`config.mk`:
```
export PLATFORM = sky130hd
export DESIGN_NAME = mem_bridge_ctrl
export DESIGN_NICKNAME = d
export VERILOG_FILES = /design/src/rtl/bridge_pkg.sv /design/src/rtl/bridge_addr_decode.sv /design/src/rtl/mem_bridge_ctrl.sv
export SDC_FILE = /design/constraint.sdc
export NUM_CORES = 1
export LEC_CHECK = 0
export ABC_CLOCK_PERIOD_IN_PS = 4900
export BUFFER_PORTS_ARGS = -buffer_cell sky130_fd_sc_hd__buf_2
export CORE_MARGIN = 10
export CORE_UTILIZATION = 49
export DETAILED_ROUTE_END_ITERATION = 16
export PLACE_DENSITY = 0.93
export SYNTH_ARGS = -nofsm -noshare
export SYNTH_HDL_FRONTEND = slang
export SYNTH_SLANG_ARGS = --single-unit
```
`constraint.sdc`:
```
create_clock -name clk -period 4.9 [get_ports clk]
set_input_delay 0.735 -clock clk [delete_from_list [all_inputs] [get_ports clk]]
set_output_delay 0.735 -clock clk [all_outputs]
set_load 0.005 [all_outputs]
```
`src/rtl/bridge_pkg.sv`:
```
// Shared types and constants for the memory-stage bridge (mem_bridge_ctrl).
package bridge_pkg;

  typedef enum logic [2:0] {
    ST_IDLE     = 3'd0,
    ST_DM_ACC   = 3'd1,
    ST_DEV_WAIT = 3'd2,
    ST_DONE     = 3'd3,
    ST_ERR      = 3'd4
  } state_e;

  typedef enum logic [1:0] {
    TGT_DM   = 2'd0,
    TGT_T0   = 2'd1,
    TGT_T1   = 2'd2,
    TGT_NONE = 2'd3
  } tgt_e;

  localparam logic [31:0] DM_TOP  = 32'h0000_2fff;
  localparam logic [31:0] T0_BASE = 32'h0000_7f00;
  localparam logic [31:0] T0_TOP  = 32'h0000_7f0b;
  localparam logic [31:0] T1_BASE = 32'h0000_7f10;
  localparam logic [31:0] T1_TOP  = 32'h0000_7f1b;

  localparam logic [5:0] EXC_ADEL = 6'b1_00100;
  localparam logic [5:0] EXC_ADES = 6'b1_00101;

  // Address-exception code for a faulting access: store or load flavour.
  function automatic logic [5:0] exc_code(input logic we);
    return we ? EXC_ADES : EXC_ADEL;
  endfunction

endpackage

```
`src/rtl/bridge_addr_decode.sv`:
```
// Combinational address decoder: picks DM / timer 0 / timer 1 and flags
// unmapped, misaligned, sub-word-to-timer and store-to-count accesses.
module bridge_addr_decode
  import bridge_pkg::*;
#(
  parameter logic [31:0] DM_TOP = bridge_pkg::DM_TOP
) (
  input  logic [31:0] addr,
  input  logic        we,
  input  logic [3:0]  be,
  output tgt_e        tgt,
  output logic        fault
);

  logic is_word;
  logic is_half;
  logic is_timer;
  logic misalign;

  // Target select and fault classification.
  always_comb begin
    is_word = (be == 4'b1111);
    is_half = (be == 4'b0011) || (be == 4'b1100);

    if (addr <= DM_TOP) begin
      tgt = TGT_DM;
    end else if ((addr >= T0_BASE) && (addr <= T0_TOP)) begin
      tgt = TGT_T0;
    end else if ((addr >= T1_BASE) && (addr <= T1_TOP)) begin
      tgt = TGT_T1;
    end else begin
      tgt = TGT_NONE;
    end

    is_timer = (tgt == TGT_T0) || (tgt == TGT_T1);
    misalign = (is_word && (addr[1:0] != 2'b00)) || (is_half && (addr[0] != 1'b0));

    // Timers are word-only, and their count register (offset 2) is read-only.
    fault = (tgt == TGT_NONE) || misalign
         || (is_timer && !is_word)
         || (is_timer && we && (addr[3:2] == 2'd2));
  end

endmodule

```
`src/rtl/mem_bridge_ctrl.sv`:
```
// M-stage bus bridge / sequencer: routes one load/store to DM or a timer,
// stalls the pipeline until done, returns rdata or an address exception.
// Optional feature macro: BRIDGE_TIMEOUT_EN (device access timeout -> ERR).
module mem_bridge_ctrl
  import bridge_pkg::*;
#(
  parameter int          TIMEOUT_CYCLES = 15,
  parameter logic [31:0] DM_TOP         = bridge_pkg::DM_TOP
) (
  input  logic        clk,
  input  logic        reset_n,
  input  logic        m_req,
  input  logic        m_we,
  input  logic [31:0] m_addr,
  input  logic [31:0] m_wdata,
  input  logic [3:0]  m_be,
  output logic        m_stall,
  output logic        m_resp,
  output logic [31:0] m_rdata,
  output logic [5:0]  m_exc,
  output logic        dm_en,
  output logic        dm_we,
  output logic [31:0] dm_addr,
  output logic [31:0] dm_wdata,
  output logic [3:0]  dm_be,
  input  logic [31:0] dm_rdata,
  output logic [1:0]  dev_req,
  output logic        dev_we,
  output logic [1:0]  dev_addr,
  output logic [31:0] dev_wdata,
  input  logic [31:0] dev_rdata0,
  input  logic [31:0] dev_rdata1,
  input  logic [1:0]  dev_ack
);

  state_e      state_q, state_d;
  logic [31:0] addr_q, addr_d;
  logic [31:0] wdata_q, wdata_d;
  logic [31:0] rdata_q, rdata_d;
  logic [3:0]  be_q, be_d;
  logic        we_q, we_d;
  logic [1:0]  sel_q, sel_d;   // one-hot timer select, 2'b00 means DM
  logic        dev_done_s;
  logic        timeout_s;

  tgt_e        dec_tgt;
  logic        dec_fault;

  bridge_addr_decode #(
    .DM_TOP (DM_TOP)
  ) u_decode (
    .addr  (m_addr),
    .we    (m_we),
    .be    (m_be),
    .tgt   (dec_tgt),
    .fault (dec_fault)
  );

  // Only the ack bit of the selected timer completes the access.
  assign dev_done_s = ((sel_q & dev_ack) != 2'b00);

`ifdef BRIDGE_TIMEOUT_EN
  localparam logic [3:0] TMO_LAST = 4'(TIMEOUT_CYCLES - 1);
  logic [3:0] tmo_q, tmo_d;

  // Timeout counter: counts DEV_WAIT cycles, held at zero elsewhere.
  always_comb begin
    if (state_q == ST_DEV_WAIT) begin
      tmo_d = tmo_q + 4'd1;
    end else begin
      tmo_d = 4'd0;
    end
  end

  // Timeout counter register.
  always_ff @(posedge clk or negedge reset_n) begin
    if (!reset_n) begin
      tmo_q <= 4'd0;
    end else begin
      tmo_q <= tmo_d;
    end
  end

  assign timeout_s = (tmo_q == TMO_LAST);
`else
  assign timeout_s = 1'b0;
`endif

  // Next-state logic and request latching.
  always_comb begin
    state_d = state_q;
    addr_d  = addr_q;
    wdata_d = wdata_q;
    rdata_d = rdata_q;
    be_d    = be_q;
    we_d    = we_q;
    sel_d   = sel_q;
    case (state_q)
      ST_IDLE: begin
        if (m_req) begin
          addr_d  = m_addr;
          wdata_d = m_wdata;
          be_d    = m_be;
          we_d    = m_we;
          rdata_d = 32'h0000_0000;
          if (dec_fault) begin
            sel_d   = 2'b00;
            state_d = ST_ERR;
          end else begin
            case (dec_tgt)
              TGT_T0: begin
                sel_d   = 2'b01;
                state_d = ST_DEV_WAIT;
              end
              TGT_T1: begin
                sel_d   = 2'b10;
                state_d = ST_DEV_WAIT;
              end
              default: begin
                sel_d   = 2'b00;
                state_d = ST_DM_ACC;
              end
            endcase
          end
        end else begin
          state_d = ST_IDLE;
        end
      end
      ST_DM_ACC: begin
        state_d = ST_DONE;
      end
      ST_DEV_WAIT: begin
        if (dev_done_s) begin
          rdata_d = sel_q[1] ? dev_rdata1 : dev_rdata0;
          state_d = ST_DONE;
        end else if (timeout_s) begin
          state_d = ST_ERR;
        end else begin
          state_d = ST_DEV_WAIT;
        end
      end
      ST_DONE: begin
        state_d = ST_IDLE;
      end
      ST_ERR: begin
        state_d = ST_IDLE;
      end
      default: begin
        state_d = ST_IDLE;
      end
    endcase
  end

  // State and latched-request registers.
  always_ff @(posedge clk or negedge reset_n) begin
    if (!reset_n) begin
      state_q <= ST_IDLE;
      addr_q  <= 32'h0000_0000;
      wdata_q <= 32'h0000_0000;
      rdata_q <= 32'h0000_0000;
      be_q    <= 4'b0000;
      we_q    <= 1'b0;
      sel_q   <= 2'b00;
    end else begin
      state_q <= state_d;
      addr_q  <= addr_d;
      wdata_q <= wdata_d;
      rdata_q <= rdata_d;
      be_q    <= be_d;
      we_q    <= we_d;
      sel_q   <= sel_d;
    end
  end

  // Bus-side and pipeline-side outputs decoded from registered state.
  // DM read data arrives during DONE (DM registers it off the DM_ACC strobe),
  // so a DM load forwards dm_rdata in that cycle; timer data was latched on ack.
  always_comb begin
    dm_en     = 1'b0;
    dm_we     = 1'b0;
    dm_addr   = 32'h0000_0000;
    dm_wdata  = 32'h0000_0000;
    dm_be     = 4'b0000;
    dev_req   = 2'b00;
    dev_we    = 1'b0;
    dev_addr  = 2'b00;
    dev_wdata = 32'h0000_0000;
    m_resp    = 1'b0;
    m_rdata   = 32'h0000_0000;
    m_exc     = 6'b00_0000;
    case (state_q)
      ST_DM_ACC: begin
        dm_en    = 1'b1;
        dm_we    = we_q;
        dm_addr  = addr_q;
        dm_wdata = wdata_q;
        dm_be    = be_q;
      end
      ST_DEV_WAIT: begin
        dev_req   = sel_q;
        dev_we    = we_q;
        dev_addr  = addr_q[3:2];
        dev_wdata = wdata_q;
      end
      ST_DONE: begin
        m_resp = 1'b1;
        if (we_q) begin
          m_rdata = 32'h0000_0000;
        end else if (sel_q == 2'b00) begin
          m_rdata = dm_rdata;
        end else begin
          m_rdata = rdata_q;
        end
      end
      ST_ERR: begin
        m_resp = 1'b1;
        m_exc  = exc_code(we_q);
      end
      default: begin
        m_resp = 1'b0;
      end
    endcase
  end

  assign m_stall = m_req & ~m_resp;

endmodule

```
; ---- Yosys cells after proc, flatten, opt, wreduce, memory -nomap -nowiden
; Index checks and enable logic that the tools add are counted.
[op_classes]
addsub = 0
multipliers = 0
n_div = 0
n_lt_le_gt_ge = 5
n_eq_ne = 13
shifts = 0
n_mux = 29
bitwise = 3
n_reduce_logical = 23
[op_table]
columns = op, count
row1 = 32-bit 2-to-1 mux, 9
row2 = "32-bit by 15-bit >= comparator with 1-bit output, second input constant", 2
row3 = "32-bit by 15-bit less-or-equal comparator with 1-bit output, second input constant", 2
row4 = 32-bit one-hot mux with 2 select lines, 1
row5 = "32-bit by 14-bit less-or-equal comparator with 1-bit output, second input constant", 1
row6 = 2-bit 2-to-1 mux, 6
row7 = 3-bit one-hot mux with 3 select lines, 1
row8 = "4-bit == test, second input constant", 2
row9 = 1-bit logical AND, 7
row10 = 1-bit 2-to-1 mux, 7
row11 = "2-bit == test, second input constant", 3
row12 = "3-bit by 2-bit == test with 1-bit output, second input constant", 2
row13 = 1-bit logical OR, 6
row14 = 3-bit 2-to-1 mux, 2
row15 = 6-bit 2-to-1 mux, 1
row16 = 2-bit nonzero test, 3
row17 = "4-bit by 2-bit == test with 1-bit output, second input constant", 1
row18 = 4-bit 2-to-1 mux, 1
row19 = "2-bit inequality test, second input constant", 2
row20 = 2-bit one-hot mux with 2 select lines, 1
row21 = 2-bit OR reduction, 2
row22 = "3-bit by 1-bit == test with 1-bit output, second input constant", 1
row23 = "3-bit == test, second input constant", 1
row24 = 3-bit zero test, 1
row25 = other kinds (8), 8
[totals]
ff_bits = 106
latchBits = 0
ram_bits = 0
mem_bits_ro = 0
in_bits = 170
out_inout_bits = 147
elab_cells = 80
mem_count = 0

; ---- Logic depth before layout (Yosys ltp)
; Gate-level depths: netlist of the first run.
[logic_depth]
depth_word = 13
ltp_mapped = 9

; ---- By module
; A second synthesis of the first run with hierarchy kept.
[unflattened]
cells_unflattened = 730
hier_area_um2 = 5967.0
[by_module_without_submodules]
columns = module, n_inst, cells_per_inst, area_each_um2, seq_area_each_um2
row1 = mem_bridge_ctrl, 1, 698, 5781.8, 2652.5
row2 = bridge_addr_decode, 1, 32, 185.2, 0.0

; ---- Worst setup path after synthesis of the first run
; No wires, ideal clock.
[synth_path]
kind = input -> register
startpoint = input port m_addr[26]
endpoint = register state_q[1]
arrival_time_ns = 2.889
slack_ns = 1.943
stages = 8
n_path_buf = 0
cell_sequence = nor4_1 nand4_1 nor4_1 o21ai_0 ha_1 inv_1 o41ai_1 a311o_1
[synth_via]
elab_chain_len = 13
word_cells_on_any_way = 25
[synth_lines]
columns = element, line_no
row1 = "start, declared", mem_bridge_ctrl.sv:14  ; input logic [31:0] m_addr,
row2 = 32-bit by 15-bit >= comparator with 1-bit output / 32-bit by 15-bit less-or-equal comparator with 1-bit output (equally long branches), bridge_addr_decode.sv:29  ; end else if ((addr >= T1_BASE) && (addr <= T1_TOP)) begin
row3 = 1-bit logical AND, bridge_addr_decode.sv:29
row4 = 1-bit 2-to-1 mux, bridge_addr_decode.sv:29
row5 = 2-bit 2-to-1 mux, bridge_addr_decode.sv:27  ; end else if ((addr >= T0_BASE) && (addr <= T0_TOP)) begin
row6 = 2-bit 2-to-1 mux *, bridge_addr_decode.sv:25  ; if (addr <= DM_TOP) begin
row7 = 2-bit by 1-bit == test with 1-bit output / 2-bit == test (equally long branches), "bridge_addr_decode.sv:35, mem_bridge_ctrl.sv:110"
row8 = 1-bit logical OR, bridge_addr_decode.sv:35  ; is_timer = (tgt == TGT_T0) || (tgt == TGT_T1);
row9 = 1-bit logical AND (on tied branches), "bridge_addr_decode.sv:40, bridge_addr_decode.sv:41"
row10 = 1-bit logical OR / 1-bit logical AND (equally long branches), "bridge_addr_decode.sv:40, bridge_addr_decode.sv:41"
row11 = 1-bit logical OR, bridge_addr_decode.sv:41  ; || (is_timer && we && (addr[3:2] == 2'd2));
row12 = 3-bit 2-to-1 mux *, mem_bridge_ctrl.sv:106  ; if (dec_fault) begin
row13 = 3-bit 2-to-1 mux *, mem_bridge_ctrl.sv:100  ; if (m_req) begin
row14 = 3-bit one-hot mux with 3 select lines *, mem_bridge_ctrl.sv:98  ; case (state_q)
row15 = via state_d[1], mem_bridge_ctrl.sv:36  ; state_e state_q, state_d;
row16 = "end signal, assigned", mem_bridge_ctrl.sv:165  ; state_q <= state_d;
row17 = "end, declared", mem_bridge_ctrl.sv:36
; The timed path passes the listed nets; every way through them passes the cells marked *.
; A chain may end at the register's enable or synchronous reset.

; ---- Worst setup path in the final report of the first run
[layout_path]
startpoint = input port m_addr[18]
endpoint = register state_q[1]
; Same word-level chain as after synthesis.

==> flow_metrics.tcl, run 1 <==
set metrics [dict create \
    grt_use_total 0.227 \
    vias_per_cell 5.18 \
    synth_most_common_cell "nand2_1" \
    start_kind "input port" \
    yosys.area.top_type "dfrtp_1" \
    utilization 0.674 \
    ys.flop_type "dfrtp_1" \
    synth_top_area_share 0.455 \
    r2r_slack_ns 2.43 \
    end_kind "register" \
    synth.distinct_cells 38 \
    p_leak_uw 0.00442 \
    dieHeight_um 129 \
    final_cells 1154 \
    place_hpwl_um 15700 \
    cts.sinks 106 \
    setup_tns_ns 0 \
    htree_levels 3 \
    place_congestion 0.854 \
    routed_wl_um 20200 \
    yosysSeqAreaShare 0.455 \
    worstPathArrival_ns 3.65 \
    worst_slew_margin_rel 0.186 \
    avgSynthCellArea_um2 8.04 \
    cp.required_ns 5.17 \
    worstPathMaxFanout 5 \
    chipWidth_um 129 \
    clk_latency_ns 0.34 \
    area_growth_pct 33.1 \
    slew_viol_final 0 \
    dr_total_vias 5974 \
    dp_cells 1137 \
    clockBufferDepth 2 \
    outcome "finished clean" \
    grt_max_degree 73 \
    rsz0062_at_grt "false" \
    rows 39 \
    clk_pin_slew_worst_paths_ns 0.09 \
    antenna_left 0 \
    reg2reg_from "state_q[2]" \
    finalHoldViolations 0 \
    grt_first_pass_wirelength_um 30800 \
    synth_edf_count 0 \
    timing.fmax_mhz 296 \
    grt_pass1_vias 5937 \
    ctsResizeCount 0 \
    drv_cap 0 \
    netlist_area_um2 5830 \
    grt-ovfl-total 0 \
    cts_buffers 9 \
    synth_common_cells "nand2_1, and2_1, dfrtp_1" \
    dieArea_um2 16700 \
    synth_seq_cells 106 \
    worst_slew_pin_slew_ns 1.22 \
    port-buffer-count 313 \
    synth.area.top_cells "dfrtp_1, nand2_1, and2_1" \
    post-place-ws_ns 1.22 \
    setup_ws_ns 1.52 \
    drtIter0Drc 532 \
    initial_core_util 0.506 \
    cts_setup_buffers 0 \
    yosys_warnings 0 \
    cts-root-buf "clkbuf_16" \
    syn_inst 725 \
    path_class "in2reg" \
    holdBufCountCts 0 \
    antenna_found_initial 2 \
    fin_nets 1178 \
    layout-drive-gt1-share 0.343 \
    fin_crit_sh 0.689 \
    num_io_pins 317 \
    max-vdd-ir-drop_v 0.000170 \
    setup_viol 0 \
    hp-class "in2async" \
    dr.pass1.iters 5 \
    ys_async_sr_fraction 1.00 \
    core_um2 11500 \
    drc 0 \
    critical_path.startpoint "m_addr[18]" \
    cts_tree "built" \
    power.density_nw_per_um2 254 \
    finClkSkew_ns 0.0169 \
    min_period_ns 3.38 \
    wire_per_inst_um 17.5 \
]
-- area by class of cell --
cell class                      count  area (um^2)
Timing Repair Buffer              321         1630
Inverter                            3         11.3
Multi-Input combinational cell    564         2970
Clock buffer                        9          225
Tap cell                          143          179
Sequential cell                   106         2650
Fill cell                         930         3760
Antenna cell                        1         2.50
Clock inverter                      7         91.3
-- power by group --
part	total, uW	switching [uW]	internal, uW
clock network	740	370	370
registers	998	48.5	949
logic	231	133	98.5
total	1970	551	1420
-- layout by cell type, fill, tap and decap left out, types with 4 or more instances in the layout --
cell / synthesis / routed
nor2_1: 5 / 4
clkbuf_16: 0 / 9
and2_1: 108 / 108
dfrtp_1: 106 / 105
buf_4: 5 / 9
nor4_1: 4 / 4
a21oi_1: 35 / 35
nand2_1: 305 / 305
o31ai_1: 32 / 32
mux2i_1: 33 / 33
buf_2: 7 / 312
-- registers in the layout, summed over array words and instances (netlist names) --
| signal | cells |
|---|---|
| addr_q | 32 |
| be_q | 4 |
| rdata_q | 32 |
| sel_q | 2 |
| state_q | 3 |
| wdata_q | 32 |
| we_q | 1 |
-- worst max-delay path, cell delays in order --
cell and delay [ns]:
buf_2 0.10, nor4_1 0.35, nand4_1 0.14, nor4_1 0.51, o21ai_0 0.30, ha_1 0.39, inv_1 0.07, o41ai_1 0.77
a311o_1 0.28
-- path summary, 6_finish.rpt --
| kind | depth (start not counted) | endpoint |
|---|---|---|
| max | 9 | state_q[1] |
| min | 1 | addr_q[18] |
| max reg2reg | 4 | sel_q[1] |
| min reg2reg | 2 | addr_q[0] |
| max in group asynchronous | 2 | rdata_q[20] |
| min in group clk | 2 | addr_q[0] |
-- layer usage --
layer	vias up	GRT usage	part of all wire
met3	31	0.0979	0.11
li1	2891	-	-
met2	273	0.390	0.49
met1	2777	0.249	0.37
met4	2	0.0749	0.021
met5	-	0	0.00035
-- through the flow --
step                cell area [um^2]  hold WS [ns]  power (uW)
global route                    7760         0.470        2060
floorplan                       5840         0.437        1110
finish                          7760         0.430        1970
detailed placement              7440         0.454        1250
CTS                             7760         0.463        1980
global placement                7440         0.449        1230
-- kinds of logic after synthesis --
group	Yosys count	synth area share
mux	33	0.0567
flops	106	0.455
compound gates	83	0.0932
buf+inv	57	0.0414
fa+ha+maj	3	0.00644
simple gates	442	0.347
other cells	1	0.000643
Power figures use the tool's default switching activity.
==> inputs of run 2 (changes only) <==
ABC_AREA = 1   (was not set)
ABC_CLOCK_PERIOD_IN_PS = 3170   (was 4900)
CORE_UTILIZATION = 46   (was 49)
PLACE_DENSITY = 0.87   (was 0.93)
clock period = 3.17 ns   (was 4.9 ns; I/O delays follow)
==> run 2 against run 1 <==
Against the previous run: register-to-register slack got worse by 1.6 ns; final area increased by 3.0%; sequential cell count unchanged; cell count increased by 10%; core utilization decreased by 4.8 points; sequential power increased by 35%; die area increased by 9.3%; setup slack got worse by 0.91 ns; critical endpoint is now dm_wdata[21].
==> flow_metrics.tcl, run 2 <==
set metrics [dict create \
    reg_top3 "addr_q (32), rdata_q (32), wdata_q (32)" \
    initial_core_util 0.476 \
    cts-root-buf "clkbuf_16" \
    dr_total_vias 6103 \
    power_switching_uw 592 \
    worstPathArrival_ns 2.08 \
    finalHoldViolations 0 \
    worst_slew_margin_rel 0.230 \
    final_common_cell "buf_2" \
    clk_pin_slew_worst_paths_ns 0.07 \
    htree_levels 3 \
    synth.area.top_cells "dfrtp_1, nand2_1, inv_1" \
    rr_endpoint "addr_q[22]" \
    num_io_pins 317 \
    final_cell_mix "buf_2, nand2_1, inv_1" \
    wire_per_inst_um 15.7 \
    fillers 1145 \
    end_kind "output pin" \
    setup_tns_ns 0 \
    worst_path_max_delay_cell "inv_2" \
    fin_nets 1268 \
    synth_edf_count 0 \
    slew_viol_final 0 \
    synth_most_common_cell "nand2_1" \
    grt_max_degree 71 \
    place_hpwl_um 15500 \
    power.density_nw_per_um2 347 \
    dieHeight_um 135 \
    clockBufferDepth 2 \
    routed_wl_um 19900 \
    vias_per_cell 4.80 \
    netlist_area_um2 6080 \
    hp-class "in2async" \
    cts_tree "built" \
    fin_crit_sh 0.808 \
    worstPathBufferInverterCount 3 \
    yosys_warnings 0 \
    min_period_ns 2.56 \
    utilization 0.626 \
    r2r_cells 5 \
    drv_cap 0 \
    yosys.area.top_type "dfrtp_1" \
    dr.pass1.iters 4 \
    dieArea_um2 18200 \
    synth_common_cells "nand2_1, inv_1, nor2_1" \
    finClkSkew_ns 0.00727 \
    ys.flop_type "dfrtp_1" \
    avgSynthCellArea_um2 7.46 \
    clk_latency_ns 0.34 \
    pwr-share-comb 0.077 \
    max-vdd-ir-drop_v 0.000297 \
    p_leak_uw 0.00467 \
    chipWidth_um 135 \
    cts_setup_buffers 0 \
    cp.required_ns 2.69 \
    ys_async_sr_fraction 1.00 \
    rows 41 \
    worst_slew_pin_slew_ns 1.15 \
    layout-drive-gt1-share 0.366 \
    outcome "finished clean" \
    timing.fmax_mhz 391 \
    core_um2 12800 \
    ctsResizeCount 0 \
    intPower_uw 2180 \
    grt_first_pass_wirelength_um 30900 \
    reg2reg_from "state_q[2]" \
    place_congestion 0.890 \
    area_growth_pct 31.5 \
    grt_use_total 0.207 \
    port-buffer-count 313 \
    yosysSeqAreaShare 0.436 \
    seqPwrFrac 0.487 \
    synth_top_area_share 0.436 \
    cts.sinks 106 \
    antenna_found_initial 0 \
    syn_inst 815 \
    cp_top_family "buffers and inverters" \
    swShare 0.213 \
    grt_pass1_vias 6021 \
    cts_buffers 9 \
    antennaDiodeCount 0 \
    cp_cell_sequence "inv_1 -> nor3_2 -> inv_2 -> nor2_1 -> buf_2" \
    cp_slowest_stage_delay_ns 0.83 \
    path_class "reg2out" \
    drtIter0Drc 346 \
    start_kind "register" \
    clkPwrFrac 0.437 \
    antenna_left 0 \
    synth.distinct_cells 29 \
    r2r_slack_ns 0.86 \
    rsz0062_at_grt "false" \
    holdBufCountCts 0 \
    setup_viol 0 \
    worstPathMaxFanout 70 \
    synth_seq_cells 106 \
    drc 0 \
    grt-ovfl-total 0 \
]
run 2: cell types whose count changed after synthesis, sizes merged, moves of 33 or more:
cell and change:
a21oi -35, and2 -108, inv +134, mux2i -33, nand2 -145, nor2 +129, o21ai +101
run 2: power by group through the flow:
stage	Combinational, uW	Sequential (uW)	Clock, uW
2_1_floorplan	66.6	1380	0
3_3_place_gp	209	1380	0
3_5_place_dp	213	1380	0
4_1_cts	215	1350	1240
5_1_grt	238	1350	1300
6_report	213	1350	1210
run 2: area by class of cell:
class,instances,area (um^2),area share
Multi-Input combinational cell,522,2660,0.332
Clock inverter,6,88.8,0.0111
Inverter,137,517,0.0646
Tap cell,172,215,0.0269
Sequential cell,106,2650,0.332
Clock buffer,10,239,0.0299
Timing Repair Buffer,319,1630,0.203
run 2: cell families after synthesis:
| kind of cell | count (synthesis) | synth area share |
|---|---|---|
| AOI/OAI and AO/OA | 137 | 0.128 |
| adders and majority gates | 3 | 0.00617 |
| buffers and inverters | 189 | 0.128 |
| DFF | 106 | 0.436 |
| muxes | 32 | 0.0593 |
| other | 1 | 0.000617 |
| and+or+nand+nor | 347 | 0.242 |
run 2: layer usage:
metal  global-route usage  vias up  wire length (um)
met5                    0        -                 0
met4               0.0748        0               497
met3               0.0616       35              1610
met2                0.359      242              9670
met1                0.235     2761              8130
li1                     -     3065                 -
run 2: how the worst max path moves through the flow:
| stage | start | endpoint | slack (ns) | cells past startpoint |
|---|---|---|---|---|
| detailed placement | m_req | wdata_q[12] | 0.81 | 5 |
| global route | state_q[0] | dm_addr[3] | 0.42 | 5 |
| finish | state_q[0] | dm_wdata[21] | 0.61 | 5 |
| CTS | state_q[0] | dm_wdata[21] | 0.62 | 5 |
| floorplan | m_addr[21] | state_q[2] | 1.28 | 12 |
| global placement | m_req | addr_q[27] | 0.88 | 5 |
run 2: metrics by stage:
stage / instance area [um^2] / total power, uW / hold WS (ns) / worst slack [ns] / std cells
after floorplan: 6090 / 1440 / 0.180 / 1.28 / 817
after global placement: 7670 / 1590 / 0.465 / 0.877 / 1256
after detailed placement: 7670 / 1590 / 0.472 / 0.814 / 1256
after CTS: 8000 / 2800 / 0.174 / 0.623 / 1272
after global routing: 8000 / 2890 / 0.199 / 0.422 / 1272
final: 8000 / 2780 / 0.148 / 0.610 / 1272
